[src/rtl/bit_addr_lut_pkg.sv]
// Shared types and constants for the bit-address lookup table.
// The default table holds bit addresses of the form byte*8 + bit, where bit 7
// of a byte is numbered 0.
package bit_addr_lut_pkg;

  localparam int KEY_W  = 4;
  localparam int DEPTH  = 16;
  localparam int ADDR_W = 9;

  typedef logic [ADDR_W-1:0] bit_addr_t;

  // Power-on contents of the table; the last entry is a spare slot left at 0.
  localparam bit_addr_t DEFAULT_TABLE [DEPTH] = '{
    9'd0,   9'd1,   9'd5,   9'd8,
    9'd240, 9'd247, 9'd248, 9'd251,
    9'd253, 9'd254, 9'd255, 9'd256,
    9'd264, 9'd272, 9'd280, 9'd0
  };

  // Per-channel cursor state: IDLE until the first lookup loads a cursor.
  typedef enum logic {
    IDLE   = 1'b0,
    LOADED = 1'b1
  } ch_state_t;

  // Default value for any table index; indices beyond the default list read 0,
  // so a top level built with a larger DEPTH gets zeros in the extra slots.
  function automatic bit_addr_t default_entry(input int idx);
    bit_addr_t v;
    v = '0;
    if (idx >= 0 && idx < DEPTH) begin
      v = DEFAULT_TABLE[idx[$clog2(DEPTH)-1:0]];
    end
    return v;
  endfunction

endpackage

[src/rtl/bit_addr_cursor.sv]
// One read channel: holds the IDLE/LOADED state, the bit-address cursor and
// the one-cycle valid/err/wrap pulses. The looked-up table value and the
// out-of-range flag come in from the top level already resolved.
module bit_addr_cursor #(
  parameter int ADDR_W = 9
) (
  input  logic              clk,
  input  logic              reset,
  input  logic              req,
  input  logic              step,
  input  logic              key_err,
  input  logic [ADDR_W-1:0] lookup_val,
  output logic [ADDR_W-1:0] addr,
  output logic              valid,
  output logic              err,
  output logic              wrap
);
  import bit_addr_lut_pkg::*;

  ch_state_t         state_reg;
  logic [ADDR_W-1:0] cursor_reg;
  logic              valid_reg;
  logic              err_reg;
  logic              wrap_reg;

  // Channel FSM: a request always reloads the cursor (and beats a step in the
  // same cycle); a step only advances a cursor that has been loaded.
  always_ff @(posedge clk or posedge reset) begin
    if (reset) begin
      state_reg  <= IDLE;
      cursor_reg <= '0;
      valid_reg  <= 1'b0;
      err_reg    <= 1'b0;
      wrap_reg   <= 1'b0;
    end else begin
      valid_reg <= 1'b0;
      err_reg   <= 1'b0;
      wrap_reg  <= 1'b0;
      if (req) begin
        state_reg <= LOADED;
        valid_reg <= 1'b1;
        if (key_err) begin
          cursor_reg <= '0;
          err_reg    <= 1'b1;
        end else begin
          cursor_reg <= lookup_val;
        end
      end else begin
        case (state_reg)
          IDLE: begin
            // A step without a loaded cursor has nothing to advance.
          end
          LOADED: begin
            if (step) begin
              cursor_reg <= cursor_reg + 1'b1;
              valid_reg  <= 1'b1;
              wrap_reg   <= &cursor_reg;
            end
          end
          default: state_reg <= IDLE;
        endcase
      end
    end
  end

  assign addr  = cursor_reg;
  assign valid = valid_reg;
  assign err   = err_reg;
  assign wrap  = wrap_reg;

endmodule

[src/rtl/bit_addr_lut.sv]
// Run-time-programmable bit-address lookup table with N_CH registered read
// channels, each carrying its own stepping cursor.
// Build option: define BIT_ADDR_LUT_WRITE_EN to get a writable table with a
// write-through bypass; without it the wr_* ports are ignored and the table
// is the constant default contents (a ROM).
module bit_addr_lut #(
  parameter int KEY_W  = bit_addr_lut_pkg::KEY_W,
  parameter int DEPTH  = bit_addr_lut_pkg::DEPTH,
  parameter int ADDR_W = bit_addr_lut_pkg::ADDR_W,
  parameter int N_CH   = 2
) (
  input  logic                         clk,
  input  logic                         reset,
  input  logic [N_CH-1:0]              rd_req,
  input  logic [N_CH-1:0][KEY_W-1:0]   rd_key,
  input  logic [N_CH-1:0]              rd_step,
  output logic [N_CH-1:0][ADDR_W-1:0]  rd_addr,
  output logic [N_CH-1:0]              rd_valid,
  output logic [N_CH-1:0]              rd_err,
  output logic [N_CH-1:0]              rd_wrap,
  input  logic                         wr_en,
  input  logic [KEY_W-1:0]             wr_key,
  input  logic [ADDR_W-1:0]            wr_addr
);
  import bit_addr_lut_pkg::*;

  // The read mux spans the whole key space so any key indexes it directly;
  // slots at or above DEPTH are tied to 0 and flagged as errors separately.
  localparam int KEY_SPAN = 2 ** KEY_W;

  logic [ADDR_W-1:0] table_flat [KEY_SPAN];

`ifndef BIT_ADDR_LUT_WRITE_EN
  // Write port is present for pin compatibility only in the ROM build.
  logic unused_wr;
  assign unused_wr = ^{wr_en, wr_key, wr_addr};
`endif

  genvar gi;

  // Table storage: one register per live entry, or a constant in the ROM build.
  for (gi = 0; gi < KEY_SPAN; gi++) begin : g_entry
    if (gi < DEPTH) begin : g_live
`ifdef BIT_ADDR_LUT_WRITE_EN
      logic [ADDR_W-1:0] entry_reg;
      logic              wr_hit;

      // Keys at or above DEPTH match no live entry, so such writes vanish.
      assign wr_hit = wr_en && (wr_key == KEY_W'(gi));

      // Entry register: reload default on reset, take wr_addr when addressed.
      always_ff @(posedge clk or posedge reset) begin
        if (reset) begin
          entry_reg <= ADDR_W'(default_entry(gi));
        end else if (wr_hit) begin
          entry_reg <= wr_addr;
        end
      end

      assign table_flat[gi] = entry_reg;
`else
      assign table_flat[gi] = ADDR_W'(default_entry(gi));
`endif
    end else begin : g_pad
      assign table_flat[gi] = '0;
    end
  end

  // Read channels: range check and lookup here, state and pulses in the cursor.
  for (gi = 0; gi < N_CH; gi++) begin : g_ch
    logic              key_err;
    logic [ADDR_W-1:0] lookup_val;

    assign key_err = 32'(rd_key[gi]) >= 32'(DEPTH);

`ifdef BIT_ADDR_LUT_WRITE_EN
    logic bypass_hit;

    // A same-cycle write to the requested key is forwarded so the request
    // sees the new value rather than the one about to be overwritten.
    assign bypass_hit = wr_en && (wr_key == rd_key[gi]) && !key_err;
    assign lookup_val = bypass_hit ? wr_addr : table_flat[rd_key[gi]];
`else
    assign lookup_val = table_flat[rd_key[gi]];
`endif

    bit_addr_cursor #(
      .ADDR_W (ADDR_W)
    ) u_cursor (
      .clk        (clk),
      .reset      (reset),
      .req        (rd_req[gi]),
      .step       (rd_step[gi]),
      .key_err    (key_err),
      .lookup_val (lookup_val),
      .addr       (rd_addr[gi]),
      .valid      (rd_valid[gi]),
      .err        (rd_err[gi]),
      .wrap       (rd_wrap[gi])
    );
  end

endmodule

[config.mk]
export PLATFORM = sky130hd
export DESIGN_NAME = bit_addr_lut
export DESIGN_NICKNAME = d
export VERILOG_FILES = /design/src/rtl/bit_addr_lut_pkg.sv /design/src/rtl/bit_addr_cursor.sv /design/src/rtl/bit_addr_lut.sv
export SDC_FILE = /design/constraint.sdc
export NUM_CORES = 1
export LEC_CHECK = 0
export ABC_AREA = 1
export CAP_MARGIN = 40
export CORE_MARGIN = 2
export CORE_UTILIZATION = 35
export DETAILED_ROUTE_END_ITERATION = 10
export PLACE_DENSITY = 0.69
export SETUP_SLACK_MARGIN = 0.3
export SKIP_CTS_REPAIR_TIMING = 1
export SYNTH_ARGS = -nofsm -noshare
export SYNTH_HDL_FRONTEND = slang
export SYNTH_SLANG_ARGS = --single-unit
[constraint.sdc]
create_clock -name clk -period 2.45 [get_ports clk]
set_clock_uncertainty 0.15 [all_clocks]
set_input_delay 0.49 -clock clk [delete_from_list [all_inputs] [get_ports clk]]
set_output_delay 0.49 -clock clk [all_outputs]
set_load 0.03 [all_outputs]
# Word level (Yosys, flattened, before mapping)

Memory sizes are Yosys's and may differ from the RTL's.
Index checks and enable logic that the tools add are counted.

Order comparisons: 2
Reductions and logical operators: 8
Multiplexer cells: 22
Bitwise gates (word level): 2
Add/subtract/negate cells: 2

Operators by type and width:

| operator                                                      | number |
|---|---|
| 9-bit 2-to-1 mux                                              | 10 |
| 9-bit by 1-bit adder with 9-bit output, second input constant | 2 |
| 9-bit AND reduction                                           | 2 |
| 1-bit 2-to-1 mux                                              | 12 |
| 5-bit >= comparator, second input constant                    | 2 |
| 4-bit NOT with 5-bit output                                   | 2 |
| 2-bit nonzero test                                            | 4 |
| 2-bit AND reduction                                           | 2 |

Bits in registers: 24
Memories: 2
Bits of input ports: 28
Bits in read-only memories: 288
Logic and storage cells: 46
Output and inout bits: 24

Memories:

| memory           | words | width | rd ports | clocked after Yosys merged registers in | wr ports | line               | source |
|---|---|---|---|---|---|---|---|
| (name not given) | 16    | 9     | 1        | 0                                       | 0        | bit_addr_lut.sv:84 | `assign lookup_val = table_flat[rd_key[gi]];` |
| (name not given) | 16    | 9     | 1        | 0                                       | 0        | bit_addr_lut.sv:84 |  |

# Logic depth before layout (Yosys ltp)

Gate-level depths: netlist (run 1).

Word-level depth: 5
Depth in mapped cells: 8
Mapped depth without buffers: 8

# Hierarchy

Synthesis (run 1) repeated with hierarchy kept, for this count alone.

Cells, all modules: 264
Area total of the unflattened synthesis: 1881.8 µm²

By module, submodules not included:

| module          | area an instance (µm²) | sequential area each (µm²) | times used | cells each |
|---|---|---|---|---|
| bit_addr_cursor | 740.7                  | 325.3                      | 2          | 96 |
| bit_addr_lut    | 400.4                  | 0.0                        | 1          | 72 |

# Worst setup path before layout (run 1)

OpenSTA, ideal clock, no wires.

Kind: register -> register
Start point: register g_ch[1].u_cursor.cursor_reg[1]
End point: register g_ch[1].u_cursor.cursor_reg[8]
Cell stages (with the launch flop): 9
Setup time: 120 ps
Buffers on the path: 0
Data arrival time: 1579 ps
Data required time: 2180 ps
Clock period less this slack: 1849 ps
Path slack: 601 ps
Path through: dfrtp_1 ha_1 nand2_1 inv_1 nand3_1 nor2_1 ha_1 o22ai_1 nor2_1

Longest elaborated chain between the ends: 4

Ends and longest elaborated chain:

| item                                   | line                  | source |
|---|---|---|
| start, declared                        | bit_addr_cursor.sv:21 | `logic [ADDR_W-1:0] cursor_reg;` |
| start signal, assigned                 | bit_addr_cursor.sv:46 | `cursor_reg <= lookup_val;` |
| start signal, assigned                 | bit_addr_cursor.sv:55 | `cursor_reg <= cursor_reg + 1'b1;` |
| 9-bit by 1-bit adder with 9-bit output | bit_addr_cursor.sv:55 |  |
| 9-bit 2-to-1 mux                       | bit_addr_cursor.sv:54 | `if (step) begin` |
| 9-bit 2-to-1 mux                       | bit_addr_cursor.sv:49 | `case (state_reg)` |
| 9-bit 2-to-1 mux                       | bit_addr_cursor.sv:39 | `if (req) begin` |

No other way between the ends. The select of a mux whose other input is x is not followed.
A chain may end at the register's enable or synchronous reset.

# Worst setup path after layout (run 1)

Start point: register g_ch[1].u_cursor.cursor_reg[2]
End point: output rd_addr[11] in the netlist's numbering

RTL lines:

| item          | line               | source |
|---|---|---|
| end, declared | bit_addr_lut.sv:17 | `output logic [N_CH-1:0][ADDR_W-1:0] rd_addr,` |

No word-level cell between the ends.

==> results.cfg, run 1 <==
[outcome]
run_status = finished, final reports clean

[clock_tree]
cts_root_buffer = clkbuf_8
clk_latency_ns = 0.26
h-tree-depth = 1
path_clk_slew_ns = 0.08
cts.sinks = 24
numCtsBuffers = 3
clock_path_buffers = 2
cts_tree = yes

[critical_path]
worstPathRequired_ns = 1.81
cp_data_arrival_time_ns = 1.46
crit_family = buffers and inverters
cpPeakStageDelay_ns = 0.72
cp-end-kind = output port
crit_chain = clkdlybuf4s50_1
crit_type = reg -> out
critPathBufInv = 1
crit_fanout = 7
crit_slowest_cell = clkdlybuf4s50_1
critPathLaunchType = register

[grt]
grt-ovfl-total = 0
grt_usage = 0.143
grt_pass1_vias = 1493
antenna_found_initial = 0
grt_max_degree = 25
grt_pass1_wl_mm = 6.36

[place]
post-dp-hpwl_mm = 2.90
io_buffers = 35
gp_congestion = 0.838

[timing]
timing.final.hold_violations = 0
totalNegativeSetupSlack_ns = 0
period_minus_slack_ns = 2.10
slew_violations = 0
period_share = 0.859
timing.hold.ws_ns = 0.325
finalSetupViolations = 0
rsz0062_at_grt = no
fmax_mhz = 475

[route]
vias = 1620
wl_mm = 3.61
wl_per_cell_microns = 10.5
avgViaCountPerCell = 4.71
drt_iter0_markers = 114
drc = 0
ant_nets = 0
firstDrtPassIters = 4

[floorplan]
start_util = 0.368
rows = 25
die_area_sq_um = 5610
coreArea_sq_um = 4790
pin_count = 52
dieHeight_microns = 74.9
die_w_microns = 74.9

[worst_hold_path]
hp-class = reg -> reg

[cells_and_area]
final_cell_mix = 59 x nand2_1, 35 x clkdlybuf4s50_1, 30 x nand3_1, 24 x inv_1, 24 x dfrtp_1
drive_gt1_frac = 0.134
register_area_sq_um = 601
area_delta_synth_final_pct = 23.6
diodes = 0
fillerInstances = 496
final_common_cell = nand2_1
multiInputGateArea_sq_um = 942
largest_reg_flops = 18
nets = 317

[yosys]
syn_area_sq_um = 1760
ys_seq_elements = 24
yosysSeqAreaShare = 0.341
syn_avg_cell_area_sq_um = 7.09
yosysUniqueCellTypes = 26
yosys_warnings = 0
yosys.area.top_type = dfrtp_1
synth_top_area_share = 0.341
post_synth_main_area_contributors = dfrtp_1 34%, nand2_1 13%, nand3_1 8.5%
synth_cells = 248

[pwr]
finalPower_mw = 1.23
cellLeakagePower_nw = 1.04
ir_drop_mv = 0.214
pwr_density_cell_nw_per_um2 = 564

[job]
cap_violations = 0
stage by stage:
step,utilization,worst slack [ns],instances,instance area (sq um)
floorplan,-,0.601,249,1760
global placement,0.443,0.373,340,2120
detailed placement,0.443,0.363,340,2120
CTS,0.454,0.351,344,2170
global route,0.454,0.308,344,2170
finish,0.454,0.346,344,2170
cell usage after synthesis:
| library cell | number |
|---|---|
| nor3_1 | 1 |
| o22ai_1 | 1 |
| nor2_1 | 22 |
| nor2_2 | 6 |
| conb_1 | 1 |
| inv_1 | 24 |
| inv_2 | 10 |
| ha_1 | 11 |
| nor2_4 | 2 |
| nor3b_1 | 1 |
| buf_4 | 11 |
| o21ai_1 | 9 |
| or2_2 | 2 |
| buf_2 | 2 |
| o21bai_1 | 1 |
| nand3_2 | 3 |
| nand3_1 | 30 |
| a31oi_1 | 1 |
| o211ai_1 | 2 |
| dfrtp_1 | 24 |
| a21oi_1 | 9 |
| nand2_2 | 4 |
| nand2_1 | 59 |
| nand4_1 | 2 |
| a21oi_2 | 4 |
| o21ai_0 | 6 |
worst paths after layout:
| path | from | to | slack, ns | cells after the start |
|---|---|---|---|---|
| max | g_ch[1].u_cursor.addr[2] | rd_addr[11] | 0.35 | 1 |
| min | g_ch[1].u_cursor.state_reg | g_ch[1].u_cursor.state_reg | 0.32 | 1 |
| max reg2reg | g_ch[0].u_cursor.addr[0] | g_ch[0].u_cursor.addr[8] | 0.69 | 8 |
| min reg2reg | g_ch[1].u_cursor.state_reg | g_ch[1].u_cursor.state_reg | 0.32 | 1 |
| max in group asynchronous | reset | g_ch[0].u_cursor.addr[0] | 1.51 | 3 |
| min in group asynchronous | reset | g_ch[1].u_cursor.addr[5] | 0.41 | 3 |
where the power goes:
group | switching (mW) | internal (mW) | total (mW)
logic | 0.273 | 0.181 | 0.454
registers | 0.0624 | 0.442 | 0.504
clock network | 0.124 | 0.143 | 0.267
total | 0.459 | 0.766 | 1.23
cells by family after synthesis:
group                    share of synthesized area
AO/OA/AOI/OAI                                0.108
adder cells (fa/ha/maj)                     0.0782
buffers and inverters                        0.125
flip-flops                                   0.341
other                                      0.00213
AND/OR/NAND/NOR                              0.345
layer usage:
layer  global-route usage  up-vias  routed length [microns]
li1                     -      847                        -
met1                0.192      727                     1690
met2                0.240       42                     1720
met3               0.0201        4                      168
met4               0.0397        0                       29
met5                    0        -                        0
cell type report:
| type | count | area share |
|---|---|---|
| multi-input cells | 178 | 0.433 |
| inverters | 34 | 0.0587 |
| repair buffers | 37 | 0.168 |
| flip-flops and latches | 24 | 0.276 |
| clock buffers | 4 | 0.0253 |
| well taps | 67 | 0.0385 |
Power figures use the tool's default switching activity.
==> run 2: changes to the inputs <==
--- a/config.mk
+++ b/config.mk
@@ -8,9 +8,9 @@
 export ABC_AREA = 1
 export CAP_MARGIN = 40
 export CORE_MARGIN = 2
-export CORE_UTILIZATION = 35
+export CORE_UTILIZATION = 51
 export DETAILED_ROUTE_END_ITERATION = 10
-export PLACE_DENSITY = 0.69
+export PLACE_DENSITY = 0.92
 export SETUP_SLACK_MARGIN = 0.3
 export SKIP_CTS_REPAIR_TIMING = 1
 export SYNTH_ARGS = -nofsm -noshare
==> run 2 against run 1 <==
Against the previous run: clock-buffer cell count down 1; sequential share of layout area is 0.60 points higher; design area is 2.1% lower; sequential cell count stayed put; core utilization grew 18 points; first-iteration DRC count down 33%; critical path depth unchanged; final cell count down 6.7%; register-to-register slack worse by 0.03 ns; power shrank 7.3%.
==> results.cfg, run 2 (synthesis gave the netlist of run 1 again) <==
[cells_and_area]
area_delta_synth_final_pct = 21.0
nets = 316
fin_area_sq_um = 2130
drive_gt1_frac = 0.127
fillerInstances = 314
diodes = 0
final_cell_mix = 59 x nand2_1, 30 x nand3_1, 27 x clkdlybuf4s50_1, 24 x inv_1, 24 x dfrtp_1
register_area_sq_um = 601
largest_reg_flops = 18
multiInputGateArea_sq_um = 942
stdcell_count = 321
final_common_cell = nand2_1

[pwr]
p_seq_frac = 0.443
pwr_density_cell_nw_per_um2 = 534
finalPower_mw = 1.14
power.internal_mw = 0.676
ir_drop_mv = 0.252
pwr-share-comb = 0.400
p_sw_frac = 0.405
pwr-share-clk = 0.157
p_sw_mw = 0.460
cellLeakagePower_nw = 1.09

[critical_path]
worstPathRequired_ns = 1.81
crit_type = reg -> out
critPathBufInv = 1
cp_data_arrival_time_ns = 1.44
crit_chain = clkdlybuf4s50_1
cpPeakStageDelay_ns = 0.70
r2r-start = g_ch[0].u_cursor.addr[1]
crit_slowest_cell = clkdlybuf4s50_1
cp-end-kind = output port
critPathLaunchType = register
worstReg2RegEnd = g_ch[0].u_cursor.addr[8]
reg2reg_depth = 8
rrSetupSlack_ns = 0.66
crit_family = buffers and inverters
crit_fanout = 5

[timing]
setup_slack_ns = 0.367
timing.final.hold_violations = 0
finalSetupViolations = 0
period_share = 0.850
rsz0062_at_grt = no
slew_violations = 0
totalNegativeSetupSlack_ns = 0
fmax_mhz = 480
period_minus_slack_ns = 2.08

[route]
vias = 1637
wl_per_cell_microns = 11.5
avgViaCountPerCell = 5.10
ant_nets = 0
firstDrtPassIters = 4
drc = 0
wl_mm = 3.68
drt_iter0_markers = 76

[place]
gp_congestion = 0.810
io_buffers = 35
dp_cells = 318
dpl_cell_area_sq_um = 2090
post-dp-hpwl_mm = 2.76
pre_cts_ws_ns = 0.370

[floorplan]
die_area_sq_um = 3940
die_w_microns = 62.7
coreArea_sq_um = 3340
start_util = 0.527
pin_count = 52
rows = 21
dieHeight_microns = 62.7

[outcome]
run_status = finished, final reports clean

[grt]
grt_pass1_wl_mm = 6.31
antenna_found_initial = 0
grt_usage = 0.194
grt_max_degree = 25
grt_pass1_vias = 1496
grt-ovfl-total = 0

[clock_tree]
numCtsBuffers = 3
path_clk_slew_ns = 0.13
cts_tree = yes
clock_path_buffers = 2
h-tree-depth = 1
clk_latency_ns = 0.31
cts_root_buffer = clkbuf_4
cts.sinks = 24

[worst_hold_path]
hp-start = g_ch[0].u_cursor.state_reg
hold_end = g_ch[0].u_cursor.state_reg
hp-class = reg -> reg
holdPathStages = 1

[job]
cap_violations = 0
-- run 2: changes by cell type in the layout (fill, tap and decap cells not counted) --
| cell | previous run | this run |
|---|---|---|
| buf_4 | 2 | 1 |
| clkbuf_8 | 4 | 0 |
| dlymetal6s2s_1 | 0 | 8 |
| clkdlybuf4s50_1 | 35 | 27 |
| clkbuf_4 | 0 | 3 |
-- run 2: worst max-delay path by stage --
stage,start,endpoint,cells after the start
after global routing,g_ch[1].u_cursor.addr[7],rd_addr[16],1
after detailed placement,rd_key[0],g_ch[0].u_cursor.addr[0],7
after floorplan,g_ch[1].u_cursor.addr[1],g_ch[1].u_cursor.addr[8],8
after global placement,rd_key[0],g_ch[0].u_cursor.addr[0],7
final,g_ch[0].u_cursor.addr[6],rd_addr[6],1
after CTS,g_ch[1].u_cursor.addr[2],rd_addr[11],1
-- run 2: metal layers --
layer  part of all wire  wire [microns]  up-vias  GRT usage
met5                  0               0        -          0
met4             0.0076              28        0     0.0694
met3              0.042             156        2     0.0126
met2               0.50            1830       54      0.332
met1               0.45            1670      743      0.260
li1                   -               -      838          -
-- run 2: area by class of cell --
type,count,share of cell area
flip-flops and latches,24,0.282
well taps,46,0.0270
inverters,34,0.0600
clock buffers,3,0.0106
multi-input cells,178,0.443
repair buffers,36,0.178
-- run 2: through the flow --
| stage | util | hold WS (ns) |
|---|---|---|
| 2_1_floorplan | - | 0.289 |
| 3_3_place_gp | 0.625 | 0.299 |
| 3_5_place_dp | 0.625 | 0.303 |
| 4_1_cts | 0.632 | 0.334 |
| 5_1_grt | 0.638 | 0.363 |
| 6_report | 0.638 | 0.332 |
-- run 2: power groups by stage --
stage	combinational (mW)	sequential [mW]	clock (mW)
after floorplan	0.220	0.589	0
after global placement	0.444	0.508	0
after detailed placement	0.454	0.511	0
after CTS	0.457	0.503	0.180
after global routing	0.495	0.514	0.199
final	0.454	0.504	0.179
==> run 3: changes to the inputs <==
--- a/config.mk
+++ b/config.mk
@@ -11,6 +11,7 @@
 export CORE_UTILIZATION = 51
 export DETAILED_ROUTE_END_ITERATION = 10
 export PLACE_DENSITY = 0.92
+export REMOVE_ABC_BUFFERS = 1
 export SETUP_SLACK_MARGIN = 0.3
 export SKIP_CTS_REPAIR_TIMING = 1
 export SYNTH_ARGS = -nofsm -noshare
==> run 3 against run 2 <==
Against the previous run: power up 11%; setup slack lost 0.026 ns; register-to-register slack hardly changed; global-route usage grew 1.7 points; critical path type unchanged; die area stayed put; design area grew 1.8%; critical path depth did not move.
==> results.cfg, run 3 (synthesis gave the netlist of run 1 again) <==
[grt]
grt_pass1_wl_mm = 6.66
grt-ovfl-total = 0
grt_pass1_vias = 1549
use_met3 = 0.0324
antenna_found_initial = 0
grt_usage = 0.211
top_usage_layer = met2
met1_usage = 0.248
grt_max_degree = 25
grt_util_met2 = 0.366

[timing]
period_minus_slack_ns = 2.11
finalSetupViolations = 0
totalNegativeSetupSlack_ns = 0
fmax_mhz = 474
timing.final.hold_violations = 0
period_share = 0.861
slew_violations = 0
rsz0062_at_grt = no

[critical_path]
cp_data_arrival_time_ns = 1.47
crit_family = buffers and inverters
worstPathRequired_ns = 1.81
reg2reg_depth = 8
cpPeakStageDelay_ns = 0.70
crit_slowest_cell = clkdlybuf4s50_1
path_depth = 1
crit_type = reg -> out
crit_fanout = 4
crit_chain = clkdlybuf4s50_1
critPathLaunchType = register
critPathBufInv = 1
cp-end-kind = output port

[floorplan]
rows = 21
start_util = 0.527
die_w_microns = 62.7
pin_count = 52
dieHeight_microns = 62.7
die_area_sq_um = 3940
coreArea_sq_um = 3340

[route]
avgViaCountPerCell = 5.25
drc = 0
wl_per_cell_microns = 12.2
firstDrtPassIters = 4
wl_mm = 3.91
vias = 1692
drt_iter0_markers = 127
ant_nets = 0

[place]
gp_congestion = 0.968
post-dp-hpwl_mm = 2.92
io_buffers = 35

[cells_and_area]
final_common_cell = nand2_1
drive_gt1_frac = 0.130
fillerInstances = 281
final_core_util = 0.649
nets = 316
largest_reg_flops = 18
area_delta_synth_final_pct = 23.1
final_cell_mix = 59 x nand2_1, 30 x nand3_1, 24 x inv_1, 24 x dfrtp_1, 24 x clkdlybuf4s50_1
diodes = 0

[clock_tree]
numCtsBuffers = 3
cts_tree = yes
cts_root_buffer = clkbuf_4
cts.sinks = 24
clock_path_buffers = 2
path_clk_slew_ns = 0.14
clk_latency_ns = 0.34
h-tree-depth = 1

[pwr]
pwr_density_cell_nw_per_um2 = 583
ir_drop_mv = 0.244
cellLeakagePower_nw = 1.13

[outcome]
run_status = finished, final reports clean

[job]
cap_violations = 0

[worst_hold_path]
hp-class = in -> async
==> run 3: worst register-to-register path: stages (launching register included) <==
cell and delay [ns]:
dfrtp_1 0.43, ha_1 0.25, nand2_1 0.07, inv_1 0.09
nand3_1 0.12, nor2_1 0.11, ha_1 0.23, o22ai_1 0.18
nor2_1 0.06
==> run 3: through the flow <==
stage | worst slack, ns | total power, mW | instance area (sq um) | cells | hold WS [ns]
final | 0.341 | 1.26 | 2170 | 322 | 0.323
after global routing | 0.305 | 1.33 | 2170 | 322 | 0.348
after CTS | 0.225 | 1.27 | 2140 | 322 | 0.329
after detailed placement | 0.333 | 0.970 | 2090 | 318 | 0.303
after global placement | 0.389 | 0.953 | 2090 | 318 | 0.299
after floorplan | 0.601 | 0.790 | 1670 | 236 | 0.289
==> run 3: where the power goes <==
part	internal, mW	switching [mW]	leakage [nW]
clock network	0.166	0.136	0.0279
logic	0.176	0.280	0.830
registers	0.442	0.0630	0.275
==> run 3: layout make-up <==
| type | instances | area [sq um] | share of cell area |
|---|---|---|---|
| sequential | 24 | 601 | 0.277 |
| inverter | 34 | 128 | 0.0589 |
| clock inverter | 1 | 30.0 | 0.0139 |
| clock buffer | 3 | 22.5 | 0.0104 |
| multi-input combinational | 178 | 942 | 0.435 |
| timing repair buffer | 36 | 385 | 0.178 |
| tap | 46 | 57.6 | 0.0266 |
==> run 3: path summary, 6_finish.rpt <==
path | from | endpoint | slack (ns)
max in group asynchronous | reset | g_ch[1].u_cursor.addr[5] | 1.59
max reg2reg | g_ch[1].u_cursor.addr[0] | g_ch[1].u_cursor.addr[8] | 0.66
max | g_ch[1].u_cursor.addr[0] | rd_addr[9] | 0.34
min in group clk | g_ch[1].u_cursor.state_reg | g_ch[1].u_cursor.state_reg | 0.33
min reg2reg | g_ch[1].u_cursor.state_reg | g_ch[1].u_cursor.state_reg | 0.33
min | reset | g_ch[0].u_cursor.valid | 0.32
==> run 3: metal layers <==
layer | up-vias | routed length, microns
li1 | 841 | -
met1 | 777 | 1700
met2 | 67 | 1920
met3 | 7 | 212
met4 | 0 | 90
met5 | - | 0
